==> config.mk <==
export PLATFORM = sky130hd
export DESIGN_NAME = signal_debounce_flat
export DESIGN_NICKNAME = d
export VERILOG_FILES = /design/src/rtl/signal_debounce_if.sv /design/src/rtl/signal_debounce.sv /design/src/flat_wrapper.sv
export SDC_FILE = /design/constraint.sdc
export NUM_CORES = 1
export LEC_CHECK = 0
export CAP_MARGIN = 30
export CORE_MARGIN = 2
export CORE_UTILIZATION = 40
export CTS_CLUSTER_SIZE = 24
export DETAILED_ROUTE_END_ITERATION = 16
export GPL_ROUTABILITY_DRIVEN = 0
export PLACE_DENSITY = 0.65
export SLEW_MARGIN = 25
export SYNTH_ARGS = -nofsm -noshare
export SYNTH_HDL_FRONTEND = slang
export SYNTH_SLANG_ARGS = --single-unit
export TNS_END_PERCENT = 10
==> constraint.sdc <==
create_clock -name clk -period 1.8 [get_ports clk]
set_input_delay 0.54 -clock clk [delete_from_list [all_inputs] [get_ports clk]]
set_output_delay 0.54 -clock clk [all_outputs]
set_load 0.05 [all_outputs]
==> src/rtl/signal_debounce_if.sv <==
// signal_debounce_if: groups the debouncer's level input and its qualified outputs.
//   sig_in     : synchronized input level (driven by the producer / bench)
//   level      : debounced level
//   rise/fall  : single-cycle edge strobes on level
//   glitch_cnt : rejected-transition count (zero unless the counter is built in)
// Modports: master drives sig_in and observes outputs; slave is the debouncer.
interface signal_debounce_if #(
    parameter int unsigned GlitchCntWidth = 8
);
    logic                      sig_in;
    logic                      level;
    logic                      rise;
    logic                      fall;
    logic [GlitchCntWidth-1:0] glitch_cnt;

    modport master (
        output sig_in,
        input  level,
        input  rise,
        input  fall,
        input  glitch_cnt
    );

    modport slave (
        input  sig_in,
        output level,
        output rise,
        output fall,
        output glitch_cnt
    );
endinterface

==> src/rtl/signal_debounce.sv <==
// signal_debounce: qualifies an already-synchronized level. A change is accepted
// only after the new value has been sampled StableCycles+1 consecutive times
// (one entry edge plus StableCycles in-check edges). Any return to the old value
// while checking aborts with no output change and no partial credit.
// Ports:
//   clk  : system clock, posedge
//   rst  : asynchronous active-high reset
//   bus  : signal_debounce_if.slave (sig_in in; level/rise/fall/glitch_cnt out)
// Optional build macro SIGNAL_DEBOUNCE_GLITCH_CNT_EN: when defined, glitch_cnt
// counts aborted checks, saturating, cleared only by rst. When undefined,
// glitch_cnt is tied to zero.
module signal_debounce #(
    parameter int unsigned StableCycles   = 1000,
    parameter bit          ResetLevel     = 1'b0,
    parameter int unsigned GlitchCntWidth = 8
) (
    input  logic                 clk,
    input  logic                 rst,
    signal_debounce_if.slave     bus
);

    localparam int unsigned CntWidth = $clog2(StableCycles + 1);

    typedef enum logic [1:0] {
        STABLE_LOW  = 2'b00,
        CHECK_HIGH  = 2'b01,
        STABLE_HIGH = 2'b10,
        CHECK_LOW   = 2'b11
    } state_t;

    localparam state_t                ResetState = ResetLevel ? STABLE_HIGH : STABLE_LOW;
    localparam logic [CntWidth-1:0]   CntLast    = CntWidth'(StableCycles - 1);

    state_t              state_q, state_d;
    logic [CntWidth-1:0] cnt_q, cnt_d;
    logic                level_q, level_d;
    logic                rise_q, rise_d;
    logic                fall_q, fall_d;

    always_comb begin
        state_d = state_q;
        cnt_d   = cnt_q;
        level_d = level_q;
        rise_d  = 1'b0;
        fall_d  = 1'b0;
        unique case (state_q)
            STABLE_LOW: begin
                if (bus.sig_in) begin
                    state_d = CHECK_HIGH;
                    cnt_d   = '0;
                end
            end
            CHECK_HIGH: begin
                if (!bus.sig_in) begin
                    state_d = STABLE_LOW;
                    cnt_d   = '0;
                end else if (cnt_q == CntLast) begin
                    state_d = STABLE_HIGH;
                    cnt_d   = '0;
                    level_d = 1'b1;
                    rise_d  = 1'b1;
                end else begin
                    cnt_d = cnt_q + 1'b1;
                end
            end
            STABLE_HIGH: begin
                if (!bus.sig_in) begin
                    state_d = CHECK_LOW;
                    cnt_d   = '0;
                end
            end
            CHECK_LOW: begin
                if (bus.sig_in) begin
                    state_d = STABLE_HIGH;
                    cnt_d   = '0;
                end else if (cnt_q == CntLast) begin
                    state_d = STABLE_LOW;
                    cnt_d   = '0;
                    level_d = 1'b0;
                    fall_d  = 1'b1;
                end else begin
                    cnt_d = cnt_q + 1'b1;
                end
            end
        endcase
    end

    always_ff @(posedge clk or posedge rst) begin
        if (rst) begin
            state_q <= ResetState;
            cnt_q   <= '0;
            level_q <= ResetLevel;
            rise_q  <= 1'b0;
            fall_q  <= 1'b0;
        end else begin
            state_q <= state_d;
            cnt_q   <= cnt_d;
            level_q <= level_d;
            rise_q  <= rise_d;
            fall_q  <= fall_d;
        end
    end

    assign bus.level = level_q;
    assign bus.rise  = rise_q;
    assign bus.fall  = fall_q;

`ifdef SIGNAL_DEBOUNCE_GLITCH_CNT_EN
    logic [GlitchCntWidth-1:0] glitch_cnt_q, glitch_cnt_d;
    logic                      glitch_event;

    // An abort is exactly a CHECK state seeing the old value again.
    always_comb begin
        glitch_event = ((state_q == CHECK_HIGH) && !bus.sig_in) ||
                       ((state_q == CHECK_LOW)  &&  bus.sig_in);
        glitch_cnt_d = glitch_cnt_q;
        if (glitch_event && (glitch_cnt_q != '1)) begin
            glitch_cnt_d = glitch_cnt_q + 1'b1;
        end
    end

    always_ff @(posedge clk or posedge rst) begin
        if (rst) begin
            glitch_cnt_q <= '0;
        end else begin
            glitch_cnt_q <= glitch_cnt_d;
        end
    end

    assign bus.glitch_cnt = glitch_cnt_q;
`else
    assign bus.glitch_cnt = '0;
`endif

endmodule

==> src/flat_wrapper.sv <==
// flat-port wrapper written by rule: the top's interface ports become plain ports
module signal_debounce_flat 
#(
    parameter int unsigned StableCycles   = 1000,
    parameter bit          ResetLevel     = 1'b0,
    parameter int unsigned GlitchCntWidth = 8
)
  (clk, rst, bus_sig_in, bus_level, bus_rise, bus_fall, bus_glitch_cnt);
  signal_debounce_if #(.GlitchCntWidth(GlitchCntWidth)) bus_i ();
  input  logic clk;
  input  logic rst;
  input wire logic [$bits(bus_i.sig_in)-1:0] bus_sig_in;
  output wire logic [$bits(bus_i.level)-1:0] bus_level;
  output wire logic [$bits(bus_i.rise)-1:0] bus_rise;
  output wire logic [$bits(bus_i.fall)-1:0] bus_fall;
  output wire logic [$bits(bus_i.glitch_cnt)-1:0] bus_glitch_cnt;
  assign bus_i.sig_in = bus_sig_in;
  assign bus_level = bus_i.level;
  assign bus_rise = bus_i.rise;
  assign bus_fall = bus_i.fall;
  assign bus_glitch_cnt = bus_i.glitch_cnt;
  signal_debounce #(.StableCycles(StableCycles), .ResetLevel(ResetLevel), .GlitchCntWidth(GlitchCntWidth)) u_core (.clk(clk), .rst(rst), .bus(bus_i));
endmodule
-- Word level (Yosys, flattened, before mapping)
Cells that the tools add are included.
- add/sub/neg operators: 1
- equality and inequality tests: 12
- mux-type cells: 23
- reduce and logical (&&, ||, !) cells: 5
- operators by type and width (kind ; count):
    10-bit two-way mux ; 5
    10-bit case mux with 4 select lines ; 1
    2-bit two-way mux ; 6
    10-bit by 1-bit adder with 10-bit output (second input constant) ; 1
    10-bit == test (second input constant) ; 1
    1-bit two-way mux ; 9
    2-bit inequality test (second input constant) ; 4
    2-bit case mux with 4 select lines ; 1
    3-bit by 2-bit inequality test with 1-bit output (second input constant) ; 2
    5-bit AND reduction ; 1
    2-bit == test (second input constant) ; 2
    2-bit by 1-bit inequality test with 1-bit output (second input constant) ; 2
    4-bit AND reduction ; 1
    2-bit by 1-bit == test with 1-bit output (second input constant) ; 1
    2-bit logical NOT ; 1
    1-bit case mux with 2 select lines ; 1
    2-bit AND reduction ; 1
    2-bit nonzero test ; 1
- register bits after elaboration: 15
- input bits: 3
- output and inout bits: 11
- word-level logic and storage cells: 46

-- Longest topological paths before layout
- depth in word-level cells: 4
- depth in mapped cells: 5
- gate-level depth less buffers: 4

-- Least setup slack after synthesis
OpenSTA, ideal clock, no wires.
- path kind: flip-flop to flip-flop
- start: reg u_core.cnt_q[0]
- end: reg u_core.level_q, in the netlist u_core.bus.level
- setup time: 0.104 ns
- data arrival time: 1.570 ns
- required time: 1.696 ns
- slack: 0.127 ns
- cell stages (with the launch flop): 6
- path buffers: 1
- clock period less this slack: 1.673 ns
- path through: dfrtp_1 > ha_1 > nand4bb_4 > or4_1 > buf_2 > o311ai_1
- cells in the longest elaborated chain, start to end: 3
- elaborated cells between the ends (all ways): 4
- those cells by class: eq/ne: 3; reduce/logical: 1
- RTL lines (what ; line ; RTL):
    start: declaration ; signal_debounce.sv:35 ; logic [CntWidth-1:0] cnt_q, cnt_d;
    start signal: assignment ; signal_debounce.sv:97 ; cnt_q <= cnt_d;
    10-bit == test (*) ; signal_debounce.sv:57, signal_debounce.sv:76 ;
    2-bit by 1-bit inequality test with 1-bit output (no source line) ; n/a ;
    5-bit AND reduction (no source line) (*) ; n/a ;
    end signal: assignment ; signal_debounce.sv:92 ; level_q <= ResetLevel;
    end signal: assignment ; signal_debounce.sv:98 ; level_q <= level_d;
    end: declaration ; signal_debounce.sv:36 ; logic level_q, level_d;
Every way passes the cells marked *; elsewhere a longest branch is shown, timed or not.
A chain may end at the register's enable or synchronous reset.

-- Worst setup path in the final report
- start: reg u_core.cnt_q[1]
- end: reg u_core.level_q, in the netlist u_core.bus.level
The elaborated chain is that of the path after synthesis.

==> results.md <==
* Syn Inst Count at 79
* Pwr Total at 0.6899 mW
* P_leak at 0.4300 nW
* Ratio of cells with drive above 1 in the final layout at 18.68%
* Routed WL at 1494 um
* CTS sink count at 15
* H-tree levels at 1
* FF-to-FF path depth at 4
* Synth top area cells: dfrtp_1 (45%), buf_4 (8.2%), a22oi_1 (4.5%), xor2_1 (4.2%), o31ai_1 (3.6%)
* Port bufs at 5
* CTS Buffer Depth at 2
* Grt met1 use at 16.70%
* # diodes at 0
* Switching pwr at 0.2087 mW
* GR Util met2 at 25.00%
* Wire per inst at 12.66 um
* Overall routing resource usage at 14.38%
* Grt peak-use layer: met2
* Yosys top cell area share at 45.45%
* Vias in the first global route at 613
* CTS Buf Count at 3
* Mean post-synth cell area at 10.45 um^2
* Worst setup EP type: flip-flop
* Post-synthesis register bit count at 15
* Comb power frac at 19.7%
* Antenna-violating nets left at 0
* R2R Path End: u_core.bus.level
* DP Cell Count at 114
* Async set-reset flop share out of synthesis at 100.0%
* Met3 Use GR at 2.147%
* CP required at 1.99 ns
* Critical Path Sink: u_core.bus.level
* DP HPWL at 1108 um
* Main synth FF type: dfrtp_1
* Switching share of power at 30.25%
* Row cnt at 16
* Die Y-Extent at 49.44 um
* Die width at 49.44 um
* Crit start category: flip-flop
* Initial drt markers at 7
* Pre-Repair DR Iteration Count at 4
* Yosys warns at 0
* Initial antenna violation count at 0
* Most frequent cells in the layout: dfrtp_1 (15), buf_4 (9), conb_1 (8), inv_1 (5), a22oi_1 (5)
* Share of power burned in registers at 52.4%
* Type of the most critical hold path: reg -> reg
* Internal at 0.4812 mW
* GR Overflow Total at 0
* Ports at 14
* Hold_buf cts at 0
* Cell area after synthesis at 825.8 um^2
* Reg2Reg Launch Point: u_core.cnt_q[1]
* Largest fanout on the critical path at 5
* Tcrit/Tclk final at 93.73%
* DRC viols at 0
* Fin Hold WS at 0.5097 ns
* Most common cell after layout, fill and taps aside: dfrtp_1
* RSZ-0062 raised after global routing: false
* Largest net degree at the start of global routing at 16
* Synth-to-Final Area Change at 15.91%
* Max Clk Rate at 592.7 MHz
* First-pass GRT wire length at 2642 um
* Max-slew violations at 0
* Max-Cap Viols at 0
* Routed vias at 608
* Sequential area share after synthesis at 45.45%
* Peak VDD IR at 596.3 uV
* Critical path origin: u_core.cnt_q[1]
* Reg2reg setup slack at 0.11 ns
* Final min period at 1.687 ns
* CTS root buffer: clkbuf_4
* Starting Density at 42.09%
* Clock Latency Late Sink at 0.28 ns
* Non-filler instance count after layout at 118
* Pwr per Cell Area at 720.7 nW/um^2
* Yosys top cell by area: dfrtp_1
* Number of synthesized flops with an enable pin at 0
* Crit path kind: reg -> reg
* Setup violators final at 0
* Clock Power Share at 28.0%
* CP arrival at 1.87 ns
* Core area at 1962 um^2
* Status: finished, final reports clean
* Fin util at 48.79%
* Die outline area at 2444 um^2
* Distinct cells, synth at 26
* Final Hold Vio Count at 0
* Skew final at 0.001217 ns
* NumNets Final at 96
* DR vias/cell at 5.153
* Clk slew on worst S/H paths at 0.09 ns
* CTS tree: yes
==> synth_stat cells, types with 2 or more instances <==
cell	n
inv_1	5
or4_1	4
a21oi_1	4
mux2i_1	2
nor3_1	2
dfrtp_1	15
or3_1	2
o21ai_0	3
nand2_1	4
nand4_1	4
a22oi_1	5
buf_4	9
xor2_1	4
o31ai_1	4
==> power by group through the flow <==
| stage | Clock, mW | Combinational (mW) | Sequential, mW |
|---|---|---|---|
| final | 0.193 | 0.136 | 0.361 |
| after global routing | 0.226 | 0.149 | 0.363 |
| after CTS | 0.201 | 0.133 | 0.361 |
| after detailed placement | 0 | 0.132 | 0.368 |
| after global placement | 0 | 0.128 | 0.367 |
| after floorplan | 0 | 0.108 | 0.365 |
==> repair_timing <==
item / 4_1_cts / 5_1_grt
setup endpoints to repair: 0 / 10
hold endpoints to repair: 0 / 0
buffers inserted: 0 / 0
gates resized for setup: 0 / 2
==> critical path: stages (launching register included) <==
cell	delay, ns
dfrtp_1	0.41
ha_1	0.23
nand4bb_4	0.15
or4_4	0.54
o311ai_1	0.25
==> per-stage QoR <==
stage	worst slack (ns)	setup TNS (ns)	cell area [um^2]
floorplan	0.1266	0	852.1
global placement	-0.1637	-1.182	917.1
detailed placement	-0.2091	-1.693	917.1
CTS	0.04728	0	943.4
global route	0.01715	0	957.2
finish	0.1129	0	957.2
==> state kept, by name, summed over array words and instances, names as in the netlist, named ones only <==
register and flops:
u_core.bus.fall 1, u_core.bus.level 1, u_core.bus.rise 1, u_core.cnt_q 10
u_core.state_q 1
==> area by class of cell <==
type	instances	area, um^2
Inverter	5	18.77
Timing Repair Buffer	12	107.6
Fill cell	204	1005
Clock buffer	4	26.28
Tap cell	27	33.78
Multi-Input combinational cell	55	395.4
Sequential cell	15	375.4
==> cells by family after synthesis <==
kind of cell,share of synthesized area [%]
AO/OA/AOI/OAI,16.52
AND/OR/NAND/NOR,16.82
other,0.4541
buffers and inverters,11.51
adder cells (fa/ha/maj),1.515
flip-flops,45.45
multiplexers,2.424
XOR/XNOR,5.303
==> how the worst min path moves through the flow <==
| stage | startpoint | to | slack (ns) | depth (start not counted) |
|---|---|---|---|---|
| after floorplan | rst | async pin | 0.44 | 1 |
| after global placement | flip-flop | u_core.bus.rise | 0.51 | 1 |
| after detailed placement | flip-flop | u_core.bus.rise | 0.51 | 1 |
| after CTS | flip-flop | u_core.bus.rise | 0.52 | 1 |
| after global routing | flip-flop | u_core.bus.rise | 0.55 | 1 |
| final | flip-flop | u_core.bus.rise | 0.51 | 1 |
==> routing by layer <==
layer / vias up / part of all wire [%]
li1: 297 / -
met4: 0 / 3.5
met3: 4 / 5.1
met2: 20 / 49
met1: 287 / 42
met5: - / 0
Note: power is estimated with default switching activity, not from simulation.
